$ cat src/rtl/picorv_print_pkg.sv
`default_nettype none
// ============================================================================
//  Module      : picorv_print_pkg
//  Description : Shared constants and types for the print_out word packer.
//  Revision    : 1.0  initial release
// ============================================================================
package picorv_print_pkg;

    localparam int         PRINT_W       = 49;
    localparam int         PRINT_STB_BIT = 48;
    localparam logic [7:0] CHAR_NL       = 8'h0A;
    localparam logic [7:0] CHAR_PAD      = 8'h00;

    // Packer state: no bytes collected yet / 1..3 bytes collected
    typedef enum logic [0:0] {
        PK_EMPTY   = 1'b0,
        PK_PARTIAL = 1'b1
    } pk_state_t;

endpackage
`default_nettype wire

$ cat src/rtl/picorv_print_packer_fifo.sv
`default_nettype none
// ============================================================================
//  Module      : print_word_fifo
//  Description : 32-bit first-word-fall-through synchronous FIFO. The head
//                word is presented combinationally from storage; when empty
//                the output holds the most recently popped word (0 after
//                reset). A push while full is accepted only if a pop happens
//                in the same cycle.
//  Revision    : 1.0  initial release
// ============================================================================
module print_word_fifo #(
    parameter int DEPTH = 16
) (
    input  logic        clk,
    input  logic        resetn,
    input  logic        push,
    input  logic [31:0] push_data,
    input  logic        pop,
    output logic [31:0] dout,
    output logic        full,
    output logic        empty
);

    localparam int AW = $clog2(DEPTH);

    logic [31:0] r_mem [DEPTH];
    logic [AW:0] r_wr_ptr;
    logic [AW:0] r_rd_ptr;
    logic [31:0] r_hold;
    logic        w_do_pop;
    logic        w_do_push;

    // Extra MSB on each pointer distinguishes full from empty
    assign empty     = (r_wr_ptr == r_rd_ptr);
    assign full      = (r_wr_ptr[AW] != r_rd_ptr[AW]) &&
                       (r_wr_ptr[AW-1:0] == r_rd_ptr[AW-1:0]);
    assign w_do_pop  = pop && !empty;
    assign w_do_push = push && (!full || w_do_pop);
    assign dout      = empty ? r_hold : r_mem[r_rd_ptr[AW-1:0]];

    // Storage write; contents need no reset because empty masks them
    always_ff @(posedge clk) begin
        if (w_do_push) begin
            r_mem[r_wr_ptr[AW-1:0]] <= push_data;
        end
    end

    // Pointer update and capture of the last popped word for the idle output
    always_ff @(posedge clk) begin
        if (!resetn) begin
            r_wr_ptr <= '0;
            r_rd_ptr <= '0;
            r_hold   <= '0;
        end else begin
            if (w_do_push) begin
                r_wr_ptr <= r_wr_ptr + 1'b1;
            end
            if (w_do_pop) begin
                r_rd_ptr <= r_rd_ptr + 1'b1;
                r_hold   <= r_mem[r_rd_ptr[AW-1:0]];
            end
        end
    end

endmodule
`default_nettype wire

$ cat src/rtl/picorv_print_packer.sv
`default_nettype none
// ============================================================================
//  Module      : picorv_print_packer
//  Description : Collects characters from the core's print_out channel,
//                packs them little-endian into 32-bit words (completed by
//                four bytes, a newline or an idle timeout) and streams the
//                words out through a FWFT FIFO with valid/ready handshake.
//                Words arriving at a full FIFO are dropped and counted.
//  Revision    : 1.0  initial release
// ============================================================================
module picorv_print_packer
    import picorv_print_pkg::*;
#(
    parameter int FIFO_DEPTH   = 16,
    parameter int FLUSH_CYCLES = 64,
    parameter int DROP_W       = 16
) (
    input  logic               clk,
    input  logic               resetn,
    input  logic [PRINT_W-1:0] print_in,
    output logic               val_out,
    input  logic               ready_downward,
    output logic [31:0]        dout,
    output logic               overflow,
    output logic [DROP_W-1:0]  drop_cnt
);

    localparam int               TMR_W      = $clog2(FLUSH_CYCLES + 1);
    localparam logic [TMR_W-1:0] C_TMR_LAST = TMR_W'(FLUSH_CYCLES - 1);

    pk_state_t         r_state;
    pk_state_t         w_state_next;
    logic [1:0]        r_byte_cnt;
    logic [1:0]        w_byte_cnt_next;
    logic [31:0]       r_word;
    logic [31:0]       w_word_next;
    logic [31:0]       w_word_filled;
    logic [31:0]       w_push_word;
    logic [TMR_W-1:0]  r_timer;
    logic [TMR_W-1:0]  w_timer_next;
    logic              w_push;
    logic              w_pop;
    logic              w_drop;
    logic              w_strobe;
    logic [7:0]        w_char;
    logic              w_fifo_full;
    logic              w_fifo_empty;
    logic [DROP_W-1:0] r_drop_cnt;
    logic              r_overflow;
    logic              w_unused_print;

    assign w_strobe       = print_in[PRINT_STB_BIT];
    assign w_char         = print_in[7:0];
    assign w_unused_print = ^print_in[PRINT_STB_BIT-1:8];

    // Current word with the incoming char dropped into the next free byte
    always_comb begin
        w_word_filled                     = r_word;
        w_word_filled[r_byte_cnt*8 +: 8]  = w_char;
    end

    // Packer next-state: a strobe always wins over an expiring idle timer
    always_comb begin
        w_state_next    = r_state;
        w_byte_cnt_next = r_byte_cnt;
        w_word_next     = r_word;
        w_timer_next    = r_timer;
        w_push          = 1'b0;
        w_push_word     = r_word;
        if (w_strobe) begin
            w_timer_next = '0;
            if ((r_byte_cnt == 2'd3) || (w_char == CHAR_NL)) begin
                w_push          = 1'b1;
                w_push_word     = w_word_filled;
                w_word_next     = {4{CHAR_PAD}};
                w_byte_cnt_next = 2'd0;
                w_state_next    = PK_EMPTY;
            end else begin
                w_word_next     = w_word_filled;
                w_byte_cnt_next = r_byte_cnt + 2'd1;
                w_state_next    = PK_PARTIAL;
            end
        end else if (r_state == PK_PARTIAL) begin
            if (r_timer == C_TMR_LAST) begin
                w_push          = 1'b1;
                w_push_word     = r_word;
                w_word_next     = {4{CHAR_PAD}};
                w_byte_cnt_next = 2'd0;
                w_timer_next    = '0;
                w_state_next    = PK_EMPTY;
            end else begin
                w_timer_next    = r_timer + TMR_W'(1);
            end
        end
    end

    // Packer state, partial word, byte count and idle timer registers
    always_ff @(posedge clk) begin
        if (!resetn) begin
            r_state    <= PK_EMPTY;
            r_byte_cnt <= 2'd0;
            r_word     <= '0;
            r_timer    <= '0;
        end else begin
            r_state    <= w_state_next;
            r_byte_cnt <= w_byte_cnt_next;
            r_word     <= w_word_next;
            r_timer    <= w_timer_next;
        end
    end

    assign w_pop  = !w_fifo_empty && ready_downward;
    assign w_drop = w_push && w_fifo_full && !w_pop;

    // Saturating drop counter and sticky overflow flag
    always_ff @(posedge clk) begin
        if (!resetn) begin
            r_drop_cnt <= '0;
            r_overflow <= 1'b0;
        end else if (w_drop) begin
            r_overflow <= 1'b1;
            if (r_drop_cnt != {DROP_W{1'b1}}) begin
                r_drop_cnt <= r_drop_cnt + 1'b1;
            end
        end
    end

    print_word_fifo #(
        .DEPTH (FIFO_DEPTH)
    ) u_fifo (
        .clk       (clk),
        .resetn    (resetn),
        .push      (w_push),
        .push_data (w_push_word),
        .pop       (w_pop),
        .dout      (dout),
        .full      (w_fifo_full),
        .empty     (w_fifo_empty)
    );

    assign val_out  = !w_fifo_empty;
    assign overflow = r_overflow;
    assign drop_cnt = r_drop_cnt;

endmodule
`default_nettype wire

$ cat config.mk
export PLATFORM = sky130hd
export DESIGN_NAME = picorv_print_packer
export DESIGN_NICKNAME = d
export VERILOG_FILES = /design/src/rtl/picorv_print_pkg.sv /design/src/rtl/picorv_print_packer_fifo.sv /design/src/rtl/picorv_print_packer.sv
export SDC_FILE = /design/constraint.sdc
export NUM_CORES = 1
export LEC_CHECK = 0
export CAP_MARGIN = 10
export CORE_MARGIN = 5
export CORE_UTILIZATION = 40
export CTS_CLUSTER_DIAMETER = 80
export DETAILED_ROUTE_END_ITERATION = 7
export PLACE_DENSITY = 0.56
export SLEW_MARGIN = 25
export SYNTH_ARGS = -nofsm -noshare
export SYNTH_HDL_FRONTEND = slang
export SYNTH_SLANG_ARGS = --single-unit
$ cat constraint.sdc
create_clock -name clk -period 5.8 [get_ports clk]
set_input_delay 0.58 -clock clk [delete_from_list [all_inputs] [get_ports clk]]
set_output_delay 0.58 -clock clk [all_outputs]
set_load 0.02 [all_outputs]
; ---- Word level (Yosys, flattened, before mapping)
; Memories as Yosys holds them, arrays and structs flattened. A register that Yosys moved wholly into a read port is not among the register bits.
; Index checks and enable logic that the tools add are counted.
[classes]
addsub = 6
eq_ne = 7
n_shift = 2
muxes = 25
bitwise = 1
n_reduce_logical = 16
[op_table]
columns = cell, n
row1 = 32-bit 2-to-1 mux, 7
row2 = 5-bit negator with 34-bit output, 1
row3 = "8-bit by 34-bit variable shift with 32-bit output, first input constant", 1
row4 = 8-bit by 34-bit variable part select with 32-bit output, 1
row5 = 32-bit bitwise mux, 1
row6 = "16-bit by 1-bit adder with 16-bit output, second input constant", 1
row7 = "16-bit != test, second input constant", 1
row8 = "5-bit by 1-bit adder with 5-bit output, second input constant", 2
row9 = 1-bit 2-to-1 mux, 10
row10 = "8-bit by 4-bit == test with 1-bit output, second input constant", 1
row11 = 2-bit 2-to-1 mux, 4
row12 = 4-bit 2-to-1 mux, 2
row13 = "7-bit by 1-bit adder with 7-bit output, second input constant", 1
row14 = "7-bit by 6-bit == test with 1-bit output, second input constant", 1
row15 = 7-bit 2-to-1 mux, 1
row16 = 1-bit logical AND, 6
row17 = 5-bit == test, 1
row18 = 4-bit == test, 1
row19 = 2-bit AND reduction, 2
row20 = 2-bit nonzero test, 2
row21 = 1-bit logical NOT, 3
row22 = "2-bit by 1-bit adder with 2-bit output, second input constant", 1
row23 = "2-bit == test, second input constant", 1
row24 = 1-bit logical OR, 2
row25 = 3 further kinds, 3
[totals]
register_bits = 101
mem_bits_rw = 512
inputBits = 52
out_inout_bits = 50
elab_cells = 67
n_memories = 1
[mem_list]
columns = memory, words, word_bits, read_ports, rd_clocked_by_memory_dff, wr, line_no
row1 = u_fifo.r_mem, 16, 32, 1, 1, 1, picorv_print_packer_fifo.sv:26  ; logic [31:0] r_mem [DEPTH];

; ---- Longest topological paths before layout
[logic_depth]
depth_word = 8
ltp_mapped = 8
ltp_nobuf = 7

; ---- By module
; A second synthesis with hierarchy kept.
[hier_totals]
cells_unflattened = 1348
hier_area_um2 = 24093.1
[modules_own_cells]
columns = module, instances, cells_per_inst, area_per_inst_um2, seq_area_each_um2
row1 = print_word_fifo, 1, 1051, 21305.4, 16295.6
row2 = picorv_print_packer, 1, 297, 2787.7, 1181.1

; ---- Worst setup path after synthesis
; No wires, ideal clock.
[synth_timing]
path_kind = input to register
startpoint = input print_in[4]
endpoint = memory u_fifo.r_mem[11][0] (enable)
setup_ps = 461
t_arrival_ps = 4096
required_time_ps = 5339
slack_ps = 1243
stages = 7
n_path_buf = 2
cell_sequence = buf_2 -> nor4_2 -> a21oi_2 -> a211oi_2 -> clkbuf_1 -> nand2_1 -> nor3_1
[synth_between]
elab_chain_cells = 7
[synth_rtl]
columns = item, line_no
row1 = from (decl), picorv_print_packer.sv:20  ; input logic [PRINT_W-1:0] print_in,
row2 = 8-bit by 4-bit == test with 1-bit output, picorv_print_packer.sv:72  ; if ((r_byte_cnt == 2'd3) || (w_char == CHAR_NL)) begin
row3 = 1-bit logical OR, picorv_print_packer.sv:72
row4 = 1-bit 2-to-1 mux, picorv_print_packer.sv:72
row5 = 1-bit 2-to-1 mux, picorv_print_packer.sv:70  ; if (w_strobe) begin
row6 = 1-bit logical AND, picorv_print_packer_fifo.sv:38  ; assign w_do_push = push && (!full || w_do_pop);
row7 = 1-bit 2-to-1 mux, picorv_print_packer_fifo.sv:43  ; if (w_do_push) begin
row8 = 1-bit 2-to-1 mux (not written as such), picorv_print_packer_fifo.sv:44  ; r_mem[r_wr_ptr[AW-1:0]] <= push_data;
row9 = to (decl), picorv_print_packer_fifo.sv:26
; No other way between the ends.

==> impl_metrics.yaml <==
yosys:
  synth-edff-count: 512
  ys_seq_elements: 617
  syn_area_per_cell_um2: 17.9
  mappedNetlistArea_um2: 24100
  yosys.cell_types.count: 46
  yosys_warnings: 0
  synth-seq-area-share_pct: 72.6
  ys.flop_type: "edfxtp_1"
  postSynthCellCount: 1341
  synth_fp_nets: 1405
  async_reset_ff_share_pct: 0
placed_design:
  gp_congestion: 0.772
  detailed_place_hpwl_mm: 30.7
  port_buffers: 61
  pre_cts_ws_ns: 1.67
global_route:
  grt_overflow: 0
  grt_busiest_layer: "met2"
  grt_use_met2_pct: 26.3
  grt_first_pass_wirelength_mm: 80.5
  grt_usage_pct: 16.0
  use_met3_pct: 2.73
  antenna_found_initial: 1
  grt_max_degree: 57
  grt_pass1_vias: 12945
  use_met1_pct: 22.3
setup_path:
  path_max_fanout: 36
  crit_slowest_cell: "dfxtp_4"
  critPathLaunchType: "flip-flop"
  critPathArrivalTime_ns: 3.68
  required_ns: 5.22
  crit_chain: "buf_4, mux4_2, a22oi_1, nand2_1, mux2_2, clkdlybuf4s50_1"
  crit_type: "flip-flop to output port"
  max_stage_delay_ns: 0.89
  worstSetupEndpointType: "output port"
timing:
  setup_viol: 0
  rsz0062_at_grt: "false"
  final_max_slew_viol_count: 0
  clock_skew_ns: 0.0254
  fin_tns_setup_ns: 0
  min_period_over_period_pct: 73.4
  slew_headroom_pct: 31.9
  setup_ws_ns: 1.54
  fin_crit_ns: 4.26
  fmax_ghz: 0.235
  finalHoldViolations: 0
  worst_slew_pin_slew_ns: 1.02
detailed_routing:
  drtIter0Drc: 976
  vias_per_cell: 5.50
  routedWlPerCell_um: 23.3
  num_vias: 12409
  remaining_drc_errors: 0
  first_pass_iters: 5
  ant_nets: 0
  drt-total-wl_mm: 52.7
clocking:
  numCtsBuffers: 69
  clk_latency_ns: 0.59
  clk_path_buf_depth: 3
  htreeDepth: 3
  post-cts-setup-buffers: 0
  cts.hold.buffers_added: 0
  clkSlewWorstSetupHoldPaths_ns: 0.06
  clockRootBuffer: "clkbuf_16"
  cts_tree: "built"
  ctsResizeCount: 0
  cts_sinks: 617
hold_path:
  hp-class: "input port to flip-flop"
power_and_ir_drop:
  totalPowerFinal_mw: 10.2
  vdd_ir_drop_max_uv: 214
  p_per_area_nw_per_um2: 363
  leakagePower_nw: 8.79
floorplan:
  ios: 102
  core_um2: 60000
  die-width_um: 255
  die_y_um: 255
  start_util_pct: 40.1
  placementRows: 90
  die-area_um2: 65200
finish:
  area_delta_synth_final_pct: 16.7
  finalNetCount: 1483
  drive_above_1_share_pct: 21.7
job:
  maxCapViolCount: 0
run_status:
  run_status: "finished clean"
==> routing by layer <==
metal / share of wire (%) / wire length, um
met1: 45 / 23600
met3: 4.7 / 2500
met4: 1.9 / 999
met5: 0 / 0
met2: 49 / 25600
==> power breakdown <==
group / internal [mW] / total (mW) / switching (mW)
combinational: 0.541 / 1.07 / 0.531
sequential: 4.81 / 4.89 / 0.0759
clock: 2.52 / 4.24 / 1.73
==> through the flow <==
step	instance area (um2)	std cells	util, %	hold slack (ns)
final	28100	2258	46.8	0.438
after floorplan	24100	1341	-	0.430
after CTS	28000	2256	46.7	0.407
after global placement	25600	2122	42.6	0.441
after detailed placement	25800	2129	43.0	0.445
after global routing	28100	2258	46.8	0.436
==> worst paths after layout <==
path              slack, ns                   to  cells past startpoint        from
setup / recovery       1.54             dout[27]                      6   flip-flop
hold / removal         0.44          drop_cnt[6]                      3      resetn
setup reg to reg       2.40  u_fifo.r_mem[0][16]                      5  r_timer[0]
hold reg to reg        0.44             overflow                      2    overflow
==> cell families (layout without fill, tap and decap cells) <==
family	after synthesis	after routing	share of synthesized area, %
compound gates	194	194	5.79
flops	617	617	72.6
mux	171	171	13.9
simple gates	242	242	5.01
fa+ha+maj	12	12	0.624
buf+inv	91	225	1.53
other cells	0	1	0
xor+xnor	14	14	0.509
==> synth_stat cells (all sizes together), types with 4 or more instances <==
cell | n | area (um2)
or4 | 8 | 60.1
a22o | 55 | 482
and2 | 13 | 81.3
nor4 | 5 | 58.8
nand2b | 5 | 31.3
nor2 | 32 | 120
nor2b | 6 | 37.5
ha | 12 | 150
edfxtp | 512 | 15400
xnor2 | 7 | 61.3
or3 | 4 | 25.0
mux4 | 128 | 2880
dfxtp | 105 | 2100
mux2i | 10 | 100
a22oi | 64 | 480
nand2 | 94 | 353
clkbuf | 48 | 180
inv | 12 | 45.0
xor2 | 7 | 61.3
and3 | 15 | 93.8
buf | 31 | 143
nand4 | 12 | 75.1
o31ai | 7 | 52.6
o21ai | 43 | 215
nand3 | 39 | 195
a21oi | 17 | 88.8
mux2 | 33 | 372
==> sequential cells by signal, indices dropped and copies added, names as in the netlist, named ones only <==
register	cells
drop_cnt	16
overflow	1
u_fifo.r_wr_ptr	5
u_fifo.r_mem	512
r_byte_cnt	2
u_fifo.r_hold	32
u_fifo.r_rd_ptr	5
r_state	1
r_timer	7
r_word	32
==> worst max-delay path: cells and delay by family, from the launching register on <==
family	cells	cell delay (ns)
buffers and inverters	2	0.96
DFF	1	0.89
muxes	2	0.83
AOI/OAI and AO/OA	1	0.24
and+or+nand+nor	1	0.13
==> cell type report <==
type	instances	area, um2
diodes	1	2.50
clock inverters	31	272
clock buffers	96	1960
well taps	782	978
multi-input cells	633	6320
repair buffers	86	1020
fillers	5049	31900
inverters	12	45.0
flip-flops and latches	617	17500
==> cell usage in the layout, fill, tap and decap left out, types with 8 or more instances in the layout <==
cell type and count:
ha_1 12, or4_1 8, nand2_1 93, inv_1 12, a22oi_1 64, nand4_1 12
clkbuf_16 72, clkbuf_1 17, clkinv_1 8, mux2i_1 10, and2_1 10, nor2_1 31
buf_4 13, a21oi_1 16, clkinv_2 8, dfxtp_1 103, edfxtp_1 512, o21ai_0 39
mux4_2 128, nand3_1 39, mux2_2 33, buf_16 8, clkdlybuf4s50_1 60, a22o_1 55
No activity file was read; power rests on OpenSTA's default activity.
